### src/rtl/clk_meas_pkg.sv
// Shared types and constants for the clock ratio meter.
package clk_meas_pkg;

  // Default width of the period / high-time counters (matches the divider mode width).
  localparam int CW_DEF = 31;

  // Width of the lock match counter; LOCK_CNT is limited to 1..15.
  localparam int LOCK_W = 4;

  typedef enum logic [1:0] {
    IDLE    = 2'd0,
    ARM     = 2'd1,
    MEASURE = 2'd2
  } meas_state_e;

endpackage

### src/rtl/clk_ratio_meter_sig_edge_detect.sv
// Brings the asynchronous clock under test into the reference domain:
// a 2-flop synchronizer followed by one delay register for edge detection.
module sig_edge_detect (
  input  logic clk_100MHz,
  input  logic rst,
  input  logic sig_in,
  output logic sig_sync,
  output logic rise
);

  logic r_meta;
  logic r_sync;
  logic r_dly;

  // Synchronizer chain plus the edge-detect delay stage.
  always_ff @(posedge clk_100MHz or posedge rst) begin
    if (rst) begin
      r_meta <= 1'b0;
      r_sync <= 1'b0;
      r_dly  <= 1'b0;
    end else begin
      // NOTE: non-blocking assignments keep this a true 3-stage shift register;
      // blocking ones would collapse it into a single flop.
      r_meta <= sig_in;
      r_sync <= r_meta;
      r_dly  <= r_sync;
    end
  end

  assign sig_sync = r_sync;
  assign rise     = r_sync & ~r_dly;

endmodule

### src/rtl/clk_ratio_meter.sv
// Measures a divided clock against clk_100MHz: period, sampled high time and lock.
// Optional feature macro: DUTY_MEAS_EN builds the high-time counter; when it is
// undefined high_time is tied to 0 and period/lock behaviour is unchanged.
module clk_ratio_meter
  import clk_meas_pkg::*;
#(
  parameter int          CW       = CW_DEF,
  parameter int          LOCK_CNT = 4,
  parameter int unsigned TIMEOUT  = 1000000
) (
  input  logic          clk_100MHz,
  input  logic          rst,
  input  logic          en,
  input  logic          sig_in,
  output logic [CW-1:0] period,
  output logic [CW-1:0] high_time,
  output logic          period_valid,
  output logic          locked,
  output logic          timeout
);

  localparam logic [CW-1:0]     CNT_ONE   = CW'(1);
  localparam logic [CW-1:0]     CNT_MAX   = '1;
  localparam logic [CW-1:0]     TIMEOUT_C = CW'(TIMEOUT);
  localparam logic [LOCK_W-1:0] LOCK_C    = LOCK_W'(LOCK_CNT);
  localparam logic [LOCK_W-1:0] MATCH_ONE = LOCK_W'(1);

  logic w_sig_sync;
  logic w_rise;

  meas_state_e r_state;
  meas_state_e w_state_d;
  logic        w_start;    // first rise seen in ARM
  logic        w_upd;      // rise in MEASURE: a full period is complete
  logic        w_tmo;      // no rise within TIMEOUT cycles

  logic [CW-1:0]     r_cnt;
  logic [CW-1:0]     r_period;
  logic [LOCK_W-1:0] r_match;
  logic              r_have_prev;
  logic              r_period_valid;
  logic              r_locked;
  logic              r_timeout;

  sig_edge_detect u_edge (
    .clk_100MHz (clk_100MHz),
    .rst        (rst),
    .sig_in     (sig_in),
    .sig_sync   (w_sig_sync),
    .rise       (w_rise)
  );

  // State register.
  always_ff @(posedge clk_100MHz or posedge rst) begin
    if (rst) r_state <= IDLE;
    else     r_state <= w_state_d;
  end

  // Next-state decode; a rise always wins over the timeout on the same cycle.
  always_comb begin
    // NOTE: every output of this block gets a default first so no latch is inferred.
    w_state_d = r_state;
    w_start   = 1'b0;
    w_upd     = 1'b0;
    w_tmo     = 1'b0;
    if (!en) begin
      w_state_d = IDLE;
    end else begin
      case (r_state)
        IDLE: w_state_d = ARM;
        ARM: begin
          if (w_rise) begin
            w_start   = 1'b1;
            w_state_d = MEASURE;
          end else if (r_cnt >= TIMEOUT_C) begin
            w_tmo = 1'b1;
          end
        end
        MEASURE: begin
          if (w_rise) begin
            w_upd = 1'b1;
          end else if (r_cnt >= TIMEOUT_C) begin
            w_tmo     = 1'b1;
            w_state_d = ARM;
          end
        end
        default: w_state_d = IDLE;
      endcase
    end
  end

  // Period counter, period capture, lock tracking and sticky timeout.
  always_ff @(posedge clk_100MHz or posedge rst) begin
    if (rst) begin
      r_cnt          <= '0;
      r_period       <= '0;
      r_match        <= '0;
      r_have_prev    <= 1'b0;
      r_period_valid <= 1'b0;
      r_locked       <= 1'b0;
      r_timeout      <= 1'b0;
    end else begin
      r_period_valid <= w_upd;
      if (!en || r_state == IDLE) begin
        // Hold period and timeout; drop everything tied to the current run.
        r_cnt       <= '0;
        r_match     <= '0;
        r_have_prev <= 1'b0;
        r_locked    <= 1'b0;
      end else if (w_start) begin
        r_cnt       <= CNT_ONE;
        r_have_prev <= 1'b0;
        r_timeout   <= 1'b0;
      end else if (w_upd) begin
        r_period    <= r_cnt;
        r_cnt       <= CNT_ONE;
        r_have_prev <= 1'b1;
        r_timeout   <= 1'b0;
        // The first period after arming has nothing to be compared against.
        if (!r_have_prev || r_cnt != r_period) begin
          r_match  <= '0;
          r_locked <= 1'b0;
        end else if (r_match != LOCK_C) begin
          r_match <= r_match + MATCH_ONE;
          if ((r_match + MATCH_ONE) == LOCK_C) r_locked <= 1'b1;
        end
      end else if (w_tmo) begin
        r_timeout   <= 1'b1;
        r_locked    <= 1'b0;
        r_match     <= '0;
        r_have_prev <= 1'b0;
        r_cnt       <= '0;
      end else if (r_cnt != CNT_MAX) begin
        r_cnt <= r_cnt + CNT_ONE;
      end
    end
  end

`ifdef DUTY_MEAS_EN
  logic [CW-1:0] r_hcnt;
  logic [CW-1:0] r_high_time;

  // High-time counter: the rise cycle counts as the first high cycle.
  always_ff @(posedge clk_100MHz or posedge rst) begin
    if (rst) begin
      r_hcnt      <= '0;
      r_high_time <= '0;
    end else if (!en || r_state == IDLE) begin
      r_hcnt <= '0;
    end else if (w_start || w_upd) begin
      if (w_upd) r_high_time <= r_hcnt;
      r_hcnt <= CNT_ONE;
    end else if (w_tmo) begin
      r_hcnt <= '0;
    end else if (w_sig_sync && r_hcnt != CNT_MAX) begin
      r_hcnt <= r_hcnt + CNT_ONE;
    end
  end

  assign high_time = r_high_time;
`else
  wire w_unused_sync = w_sig_sync;
  assign high_time = '0;
`endif

  assign period       = r_period;
  assign period_valid = r_period_valid;
  assign locked       = r_locked;
  assign timeout      = r_timeout;

endmodule

### config.mk
export PLATFORM = sky130hd
export DESIGN_NAME = clk_ratio_meter
export DESIGN_NICKNAME = d
export VERILOG_FILES = /design/src/rtl/clk_meas_pkg.sv /design/src/rtl/clk_ratio_meter_sig_edge_detect.sv /design/src/rtl/clk_ratio_meter.sv
export SDC_FILE = /design/constraint.sdc
export NUM_CORES = 1
export LEC_CHECK = 0
export CAP_MARGIN = 0
export CORE_ASPECT_RATIO = 0.5
export CORE_UTILIZATION = 49
export CTS_CLUSTER_DIAMETER = 40
export CTS_CLUSTER_SIZE = 14
export DETAILED_ROUTE_END_ITERATION = 12
export PLACE_DENSITY = 0.83
export SYNTH_ARGS = -nofsm -noshare
export SYNTH_HDL_FRONTEND = slang
export SYNTH_SLANG_ARGS = --single-unit
### constraint.sdc
create_clock -name clk_100MHz -period 2.22 [get_ports clk_100MHz]
set_input_delay 0.444 -clock clk_100MHz [delete_from_list [all_inputs] [get_ports clk_100MHz]]
set_output_delay 0.444 -clock clk_100MHz [all_outputs]
set_load 0.01 [all_outputs]
Yosys cells after proc, flatten, opt, wreduce, memory -nomap -nowiden
Index checks and enable logic that the tools add are counted.
- flip-flop bits (word level): 75
- bits of input ports: 4
- output and inout bits: 65
- logic and storage cells: 83
- add/subtract/negate cells: 2
- $lt $le $gt $ge: 1
- eq/ne operators: 12
- mux-type cells: 38
- bitwise gates (word level): 4
- reduce and logical (&&, ||, !) cells: 15
- operator list (cell ; number):
    31-bit 2-to-1 mux ; 5
    31-bit by 1-bit adder with 31-bit output, second input constant ; 1
    31-bit by 20-bit greater-or-equal comparator with 1-bit output, second input constant ; 1
    31-bit inequality test ; 1
    31-bit inequality test, second input constant ; 1
    4-bit 2-to-1 mux ; 6
    1-bit 2-to-1 mux ; 22
    3-bit AND reduction ; 3
    2-bit 2-to-1 mux ; 4
    4-bit by 1-bit inequality test with 1-bit output, second input constant ; 2
    3-bit inequality test, second input constant ; 2
    2-bit one-hot mux with 3 select lines ; 1
    3-bit nonzero test ; 2
    5-bit nonzero test ; 1
    4-bit by 1-bit adder with 4-bit output, second input constant ; 1
    4-bit by 3-bit == test with 1-bit output, second input constant ; 1
    4-bit by 3-bit inequality test with 1-bit output, second input constant ; 1
    4-bit AND reduction ; 1
    4-bit nonzero test ; 1
    3-bit by 2-bit inequality test with 1-bit output, second input constant ; 1
    1-bit NOT ; 3
    2-bit by 1-bit == test with 1-bit output, second input constant ; 1
    2-bit == test, second input constant ; 1
    1-bit zero test ; 2
    6 further kinds ; 7

Logic depth before layout (Yosys ltp)
Gate-level depths: netlist (run 1).
- depth in word-level cells: 9
- mapped depth: 10
- gate-level depth less buffers: 8

By module
From an unflattened synthesis (run 1), not the netlist that was laid out.
- cells, all modules: 401
- area, all modules: 4142.7 µm²
- modules (own cells, without submodules) (module ; instances ; cells an instance ; area an instance (µm²) ; sequential area each (µm²)):
    clk_ratio_meter ; 1 ; 396 ; 4050.1 ; 1801.7
    sig_edge_detect ; 1 ; 5 ; 92.6 ; 75.1

Least setup slack after synthesis (run 1)
OpenSTA, ideal clock, no wires.
- path type: register to register
- from: reg r_cnt[0]
- to: reg r_cnt[11]
- arrival time: 2.212 ns
- required time: 2.088 ns
- path slack: -0.123 ns
- stages on the path, launching flop included: 11
- cells stage by stage: dfrtp_1 ha_1 clkbuf_1 nand4_1 or4_4 or3_1 buf_6 buf_6 nand3_1 xor2_1 nor2_1
- cells in the longest elaborated chain, start to end: 9
- ends and longest elaborated chain (what ; line ; text):
    start: declaration ; clk_ratio_meter.sv:37 ; logic [CW-1:0] r_cnt;
    start signal: assignment ; clk_ratio_meter.sv:134 ; r_cnt <= r_cnt + CNT_ONE;
    31-bit by 20-bit greater-or-equal comparator with 1-bit output ; clk_ratio_meter.sv:75, clk_ratio_meter.sv:82 ;
    1-bit 2-to-1 mux ; clk_ratio_meter.sv:75, clk_ratio_meter.sv:82 ;
    1-bit 2-to-1 mux ; clk_ratio_meter.sv:72 ; if (w_rise) begin
    1-bit 2-to-1 mux ; - ;
    1-bit 2-to-1 mux ; clk_ratio_meter.sv:66 ; if (!en) begin
    31-bit 2-to-1 mux ; clk_ratio_meter.sv:127 ; end else if (w_tmo) begin
    31-bit 2-to-1 mux ; clk_ratio_meter.sv:114 ; end else if (w_upd) begin
    31-bit 2-to-1 mux ; clk_ratio_meter.sv:110 ; end else if (w_start) begin
    31-bit 2-to-1 mux ; clk_ratio_meter.sv:104 ; if (!en || r_state == IDLE) begin
Several ways; a longest one is shown, not always the timed one. The select of a mux whose other input is x is not followed.
A chain may end at the register's enable or synchronous reset.

Worst setup path in the final report (run 1)
- from: reg r_cnt[11]
- to: reg r_cnt[11]
Same word-level chain as after synthesis.

==> Flow_metrics.wiki, run 1 <==
{| class="wikitable"
! Metric !! Value
|-
| Outcome || finished, final reports clean
|-
| Final cell area excluding filler cells || 5140 µm²
|-
| Min-delay worst type || reg -> reg
|-
| Largest fanout on the critical path || 15
|-
| Via count of the first global-routing pass || 3021
|-
| Area contributors post-synth || sky130_fd_sc_hd__dfrtp_1 45%, sky130_fd_sc_hd__xnor2_1 8.4%, sky130_fd_sc_hd__mux2_2 7.8%
|-
| Hold Violations, Final || 0
|-
| Sum of overflow across all layers after global routing || 0
|-
| Final critical path time including I/O delays and setup || 2210 ps
|-
| Setup repair after global routing missed its margin || yes
|-
| TritonCTS Sinks || 75
|-
| Die Width || 133 µm
|-
| Cell types with the highest counts after synthesis || 75 x sky130_fd_sc_hd__dfrtp_1, 40 x sky130_fd_sc_hd__nor2_1, 40 x sky130_fd_sc_hd__xnor2_1
|-
| Via Count || 3204
|-
| Synth async-reset ratio || 1.00
|-
| Worst hold-check slack || 351 ps
|-
| Final wirelength || 9290 µm
|-
| Drt first pass iters || 5
|-
| Clock root cell || sky130_fd_sc_hd__clkbuf_16
|-
| Total DRC errors in the routed layout || 0
|-
| Synth warnings || 0
|-
| Initial drt markers || 246
|-
| Number of buffers on the longest clock path || 2
|-
| Arrival time worst endpoint || 2480 ps
|-
| Number of routed nets with antenna violations || 0
|-
| Overall fraction of global-route tracks in use || 0.222
|-
| Most frequent cell after synthesis || sky130_fd_sc_hd__dfrtp_1
|-
| Number of instances in the synthesized netlist || 410
|-
| Worst reg-to-reg setup slack || 5 ps
|-
| Crit Path Class || reg -> reg
|-
| Startpoint type of the worst setup path || flop
|-
| Global-route wire length before repair || 14900 µm
|-
| Number of antenna violations at the first check in global routing || 0
|-
| Max Cap Violations || 0
|-
| Worst clock skew on the final layout || 6.15 ps
|-
| TritonCTS clock tree || done
|-
| Final-layout fill cell count || 595
|-
| Core Region || 8120 µm²
|-
| Mean instance size in the synthesized netlist || 10.2 µm²
|-
| Count of input and output buffers || 37
|-
| Total Power || 3.28 mW
|-
| Endpoints failing setup || 0
|-
| Antenna diode count || 0
|-
| Sum of negative setup slack || 0 ps
|-
| Cell area power density || 637 nW/µm²
|-
| Fraction of final layout cells with drive strength greater than 1 || 0.211
|-
| Worst Reg-to-Reg Cells || 7
|-
| Proportion of netlist area held by the largest area contributor || 0.450
|-
| Detailed-route wire length per cell || 15.5 µm
|-
| Synthesis-to-layout area growth || 23.2%
|-
| Largest net degree at the start of global routing || 27
|-
| Number of nets in the finished design || 494
|-
| Min-Delay Path Depth || 0
|-
| Average vias per placed instance || 5.35
|-
| Cell area after technology mapping || 4170 µm²
|-
| # rows || 23
|-
| Worst flop-to-flop path endpoint || r_cnt[11]
|-
| Initial standard-cell utilization of the core || 0.514
|-
| Launch point of the worst hold path || u_edge.r_meta
|-
| Sequential cell area fraction in the yosys report || 0.450
|-
| Startpoint of the lowest-slack register-to-register path || r_cnt[11]
|-
| Top FF cell, synth || sky130_fd_sc_hd__dfrtp_1
|-
| Hold buffers post-CTS || 0
|-
| Hold worst-path end || u_edge.sig_sync
|-
| Leak Pwr || 2.35 nW
|-
| Maximum level of the CTS H-tree || 3
|-
| DP HPWL || 6610 µm
|-
| Achievable clock frequency || 451 MHz
|-
| Standard cell area after detailed placement || 4810 µm²
|-
| Routability Congestion || 0.866
|-
| Count of boundary I/O pins || 69
|-
| Post-route core utilization || 0.634
|-
| CP Data Required Time || 2480 ps
|-
| Largest voltage drop on the vdd net || 0.000409 V
|-
| Total clock buffers created by CTS || 9
|-
| Post-route fraction of the period consumed by the critical path || 0.998
|-
| Clock latency at the later pin of the worst-skew pair || 340 ps
|-
| Area enclosed by the die boundary || 8910 µm²
|-
| Reg clk slew, reported paths || 60 ps
|-
| Fin. max-slew vios || 0
|-
| Number of flops mapped to enable cells by yosys || 0
|-
| Type of destination of the critical path || flop
|-
| Number of storage elements in the synthesis netlist || 75
|-
| Die H || 67.3 µm
|-
| Biggest area consumer among synthesized cells || sky130_fd_sc_hd__dfrtp_1
|-
| Distinct cells, synth || 45
|}
## worst max path at each step
stage / endpoint / cells past startpoint / start
after floorplan: r_cnt[11] / 10 / r_cnt[0]
after global placement: locked / 7 / en
after detailed placement: r_cnt[0] / 6 / r_cnt[6]
after CTS: r_cnt[0] / 7 / r_cnt[0]
after global routing: r_cnt[6] / 7 / r_cnt[11]
final: r_cnt[11] / 7 / r_cnt[11]
## cells in the final DEF (no fill, tap or decap), drive strengths merged, types with 13 or more instances in the layout
master / netlist / final
conb: 1 / 31
nand4: 20 / 20
buf: 43 / 50
xnor2: 40 / 40
xor2: 17 / 17
inv: 14 / 13
mux2: 31 / 31
nor2: 40 / 40
clkbuf: 13 / 14
nand2: 19 / 19
nand3: 19 / 19
dfrtp: 75 / 75
clkdlybuf4s50: 0 / 37
## state kept, by name, indices dropped and copies added (netlist names)
signal	count
u_edge.r_dly	1
r_state	2
u_edge.r_meta	1
r_cnt	31
locked	1
r_match	4
period	31
timeout	1
u_edge.sig_sync	1
r_have_prev	1
period_valid	1
## through the flow
step	setup WS [ps]	instances
2_1_floorplan	-14.5	440
3_3_place_gp	56.7	578
3_5_place_dp	24.3	578
4_1_cts	14.1	594
5_1_grt	-98.9	599
6_report	5.09	599
## final cells by class
| class | count | area (µm²) | area share |
|---|---|---|---|
| Tap cell | 112 | 140 | 0.0273 |
| Sequential cell | 75 | 1880 | 0.365 |
| Timing Repair Buffer | 87 | 774 | 0.151 |
| Multi-Input combinational cell | 295 | 2020 | 0.393 |
| Inverter | 14 | 56.3 | 0.0110 |
| Clock inverter | 2 | 10.0 | 0.00195 |
| Clock buffer | 14 | 264 | 0.0514 |
## layer usage
| layer | wire length, µm | GRT usage | part of all wire | vias to the layer above |
|---|---|---|---|---|
| met5 | 0 | 0 | 0 | - |
| met4 | 192 | 0.0833 | 0.021 | 0 |
| met3 | 637 | 0.0728 | 0.069 | 21 |
| met2 | 4230 | 0.364 | 0.46 | 136 |
| met1 | 4230 | 0.279 | 0.46 | 1568 |
| li1 | - | - | - | 1479 |
## power by group
part / internal [mW] / leakage, nW / total [mW] / switching, mW
combinational: 0.189 / 1.18 / 0.499 / 0.310
clock: 0.815 / 0.137 / 1.35 / 0.535
sequential: 1.40 / 1.04 / 1.43 / 0.0262
## cell families (layout without fill, tap and decap cells)
family | count (synthesis) | in the layout | share of synthesized area
simple gates | 135 | 135 | 0.166
flops | 75 | 75 | 0.450
buf+inv | 70 | 117 | 0.0975
xor+xnor | 57 | 57 | 0.120
mux | 33 | 33 | 0.0885
compound gates | 31 | 31 | 0.0537
fa+ha+maj | 8 | 8 | 0.0240
other cells | 1 | 31 | 0.000899
## what timing repair did
item,in CTS,in global routing
setup buffers,0,5
hold endpoints to repair,0,0
gates resized for setup,0,4
setup endpoints to repair,0,35
## critical path, stage by stage, from the launching register on
cell                       delay [ps]
sky130_fd_sc_hd__dfrtp_1          410
sky130_fd_sc_hd__or4_1            530
sky130_fd_sc_hd__o211ai_1         290
sky130_fd_sc_hd__a311oi_2         180
sky130_fd_sc_hd__nor2b_2          250
sky130_fd_sc_hd__nand2_1          140
sky130_fd_sc_hd__buf_4            220
sky130_fd_sc_hd__nor2_1           130
No activity file was read; power rests on OpenSTA's default activity.
==> run 2: changes to the inputs <==
Settings changed: CORE_UTILIZATION 49 to 48, PLACE_DENSITY 0.83 to 0.74, SYNTH_HIERARCHICAL set to 1.
==> Flow_metrics.wiki, run 2 <==
{| class="wikitable"
! Metric !! Value
|-
| Number of routed nets with antenna violations || 0
|-
| Die Width || 133 µm
|-
| Area taken by flip-flops and latches || 1880 µm²
|-
| Slew margin rel. || 0.584
|-
| Synth async-reset ratio || 1.00
|-
| Top FF cell, synth || sky130_fd_sc_hd__dfrtp_1
|-
| Post-route fraction of the period consumed by the critical path || 0.962
|-
| Cell area power density || 652 nW/µm²
|-
| Die H || 67.7 µm
|-
| # rows || 23
|-
| Hold Violations, Final || 0
|-
| Biggest area consumer among synthesized cells || sky130_fd_sc_hd__dfrtp_1
|-
| Total DRC errors in the routed layout || 0
|-
| Standard cell area after detailed placement || 4740 µm²
|-
| Overall fraction of global-route tracks in use || 0.219
|-
| Via count of the first global-routing pass || 2871
|-
| Type of destination of the critical path || flop
|-
| Slowest library cell on the worst path || sky130_fd_sc_hd__or4_4
|-
| Leak Pwr || 2.50 nW
|-
| Reg clk slew, reported paths || 60 ps
|-
| Maximum level of the CTS H-tree || 3
|-
| Initial drt markers || 248
|-
| Core Region || 8170 µm²
|-
| Min-delay worst type || reg -> reg
|-
| Number of storage elements in the synthesis netlist || 75
|-
| Via Count || 3075
|-
| Largest voltage drop on the vdd net || 0.000376 V
|-
| Number of antenna violations at the first check in global routing || 0
|-
| Measured slew at the worst slew-check pin || 621 ps
|-
| Total Power || 3.33 mW
|-
| Arrival time worst endpoint || 2400 ps
|-
| Crit Path Class || reg -> reg
|-
| Max Cap Violations || 0
|-
| Startpoint type of the worst setup path || flop
|-
| Drt first pass iters || 4
|-
| Worst clock skew on the final layout || 12.6 ps
|-
| Largest net degree at the start of global routing || 73
|-
| Final-layout fill cell count || 634
|-
| Multi-input gate area in the final layout || 2060 µm²
|-
| Fin. max-slew vios || 0
|-
| Clock latency at the later pin of the worst-skew pair || 340 ps
|-
| Most frequent cells in the layout || 75 x sky130_fd_sc_hd__dfrtp_1, 43 x sky130_fd_sc_hd__xor2_1, 37 x sky130_fd_sc_hd__clkdlybuf4s50_1
|-
| Sequential cell area fraction in the yosys report || 0.453
|-
| Worst hold-check slack || 351 ps
|-
| Proportion of netlist area held by the largest area contributor || 0.453
|-
| CP max stage delay || 540 ps
|-
| Count of placed standard cells in the final layout, fillers left out || 585
|-
| Final wirelength || 9100 µm
|-
| Leading cell type in the layout, fill and taps excluded || sky130_fd_sc_hd__dfrtp_1
|-
| Count of input and output buffers || 37
|-
| Final critical path time including I/O delays and setup || 2140 ps
|-
| Distinct cells, synth || 45
|-
| Global-route wire length before repair || 14800 µm
|-
| Outcome || finished, final reports clean
|-
| Area contributors post-synth || sky130_fd_sc_hd__dfrtp_1 45%, sky130_fd_sc_hd__xor2_1 9.1%, sky130_fd_sc_hd__mux2_2 8.4%
|-
| Fraction of final layout cells with drive strength greater than 1 || 0.216
|-
| Setup repair after global routing missed its margin || no
|-
| Count of boundary I/O pins || 69
|-
| CP Data Required Time || 2490 ps
|-
| Antenna diode count || 0
|-
| Average vias per placed instance || 5.26
|-
| Detailed-route wire length per cell || 15.6 µm
|-
| Largest fanout on the critical path || 8
|-
| Total clock buffers created by CTS || 9
|-
| Final cell area excluding filler cells || 5100 µm²
|-
| Clock root cell || sky130_fd_sc_hd__clkbuf_16
|-
| Endpoints failing setup || 0
|-
| Synth warnings || 6
|-
| Number of instances in the synthesized netlist || 401
|-
| Cell area after technology mapping || 4140 µm²
|-
| Number of nets in the finished design || 480
|-
| Ordered cell list for the critical path || or4_4 > o211a_4 > o31ai_4 > o21ai_2 > nand2b_4 > buf_4 > nor2_1
|-
| Number of flops mapped to enable cells by yosys || 0
|-
| Number of buffers on the longest clock path || 2
|-
| TritonCTS clock tree || done
|-
| DP HPWL || 6250 µm
|-
| TritonCTS Sinks || 75
|-
| Dpl cells || 565
|-
| Initial standard-cell utilization of the core || 0.507
|-
| Area enclosed by the die boundary || 9030 µm²
|-
| Achievable clock frequency || 468 MHz
|-
| Mean instance size in the synthesized netlist || 10.3 µm²
|-
| Sum of overflow across all layers after global routing || 0
|-
| Routability Congestion || 0.868
|-
| Most frequent cell after synthesis || sky130_fd_sc_hd__dfrtp_1
|-
| Cell types with the highest counts after synthesis || 75 x sky130_fd_sc_hd__dfrtp_1, 43 x sky130_fd_sc_hd__xor2_1, 36 x sky130_fd_sc_hd__nor2_1
|-
| Synthesis-to-layout area growth || 23.2%
|-
| Sum of negative setup slack || 0 ps
|}
## run 2: changes by cell type after synthesis, moves of 6 or more
cell	change
sky130_fd_sc_hd__nand2_1	-6
sky130_fd_sc_hd__and4_1	+6
sky130_fd_sc_hd__xnor2_1	-27
sky130_fd_sc_hd__nand4_1	-7
sky130_fd_sc_hd__xor2_1	+26
## run 2: layout make-up
cell class / instances / share of cell area
clock buffers: 11 / 0.0476
multi-input cells: 291 / 0.404
clock inverters: 5 / 0.00564
inverters: 15 / 0.0118
repair buffers: 76 / 0.136
flip-flops and latches: 75 / 0.368
well taps: 112 / 0.0275
## run 2: worst paths after layout
kind                                from  cells after the start         endpoint  slack (ps)
hold / removal             u_edge/r_meta                      0  u_edge/sig_sync         350
setup / recovery               r_cnt[10]                      7        r_cnt[17]          80
max in group asynchronous            rst                      3        period[3]        1320
hold reg to reg            u_edge/r_meta                      0  u_edge/sig_sync         350
min in group asynchronous            rst                      2    u_edge/r_meta         360
setup reg to reg               r_cnt[10]                      7        r_cnt[17]          80
## run 2: per-layer routing
layer	GRT usage	vias to the layer above	wire length [µm]
met5	0	-	0
met4	0.0753	0	106
met3	0.0631	11	622
met2	0.338	103	4080
met1	0.297	1507	4290
li1	-	1454	-
## run 2: report_power, final
| part | internal [mW] | leakage [nW] | switching [mW] |
|---|---|---|---|
| Sequential | 1.40 | 1.04 | 0.0338 |
| Combinational | 0.227 | 1.32 | 0.331 |
| Clock | 0.780 | 0.139 | 0.551 |
| Total | 2.41 | 2.50 | 0.917 |
## run 2: timing repair
| action | CTS | global route |
|---|---|---|
| setup endpoints to repair | 2 | 29 |
| resized for setup | 0 | 12 |
| hold buffers | 0 | 0 |
| gates cloned | 0 | 1 |
| pin swaps | 0 | 4 |
| setup buffers | 1 | 2 |
## run 2: through the flow
step                setup WS [ps]  utilization
floorplan                     158            -
global placement             32.8        0.580
detailed placement          -65.5        0.580
CTS                          4.15        0.614
global route                0.486        0.624
finish                       83.3        0.624
## run 2: logic make-up after synthesis
| logic type | after synthesis | synth area share |
|---|---|---|
| AO/OA/AOI/OAI | 28 | 0.0429 |
| buffers and inverters | 66 | 0.0936 |
| XOR/XNOR | 56 | 0.118 |
| flip-flops | 75 | 0.453 |
| AND/OR/NAND/NOR | 135 | 0.180 |
| multiplexers | 32 | 0.0867 |
| adder cells (fa/ha/maj) | 8 | 0.0242 |
| other | 1 | 0.000905 |
## run 2: worst max-delay path, delay by kind of cell, from the launching register on
family | cells | cell delay (ps)
AO/OA/AOI/OAI | 3 | 600
buffers and inverters | 1 | 200
flip-flops | 1 | 390
AND/OR/NAND/NOR | 3 | 870
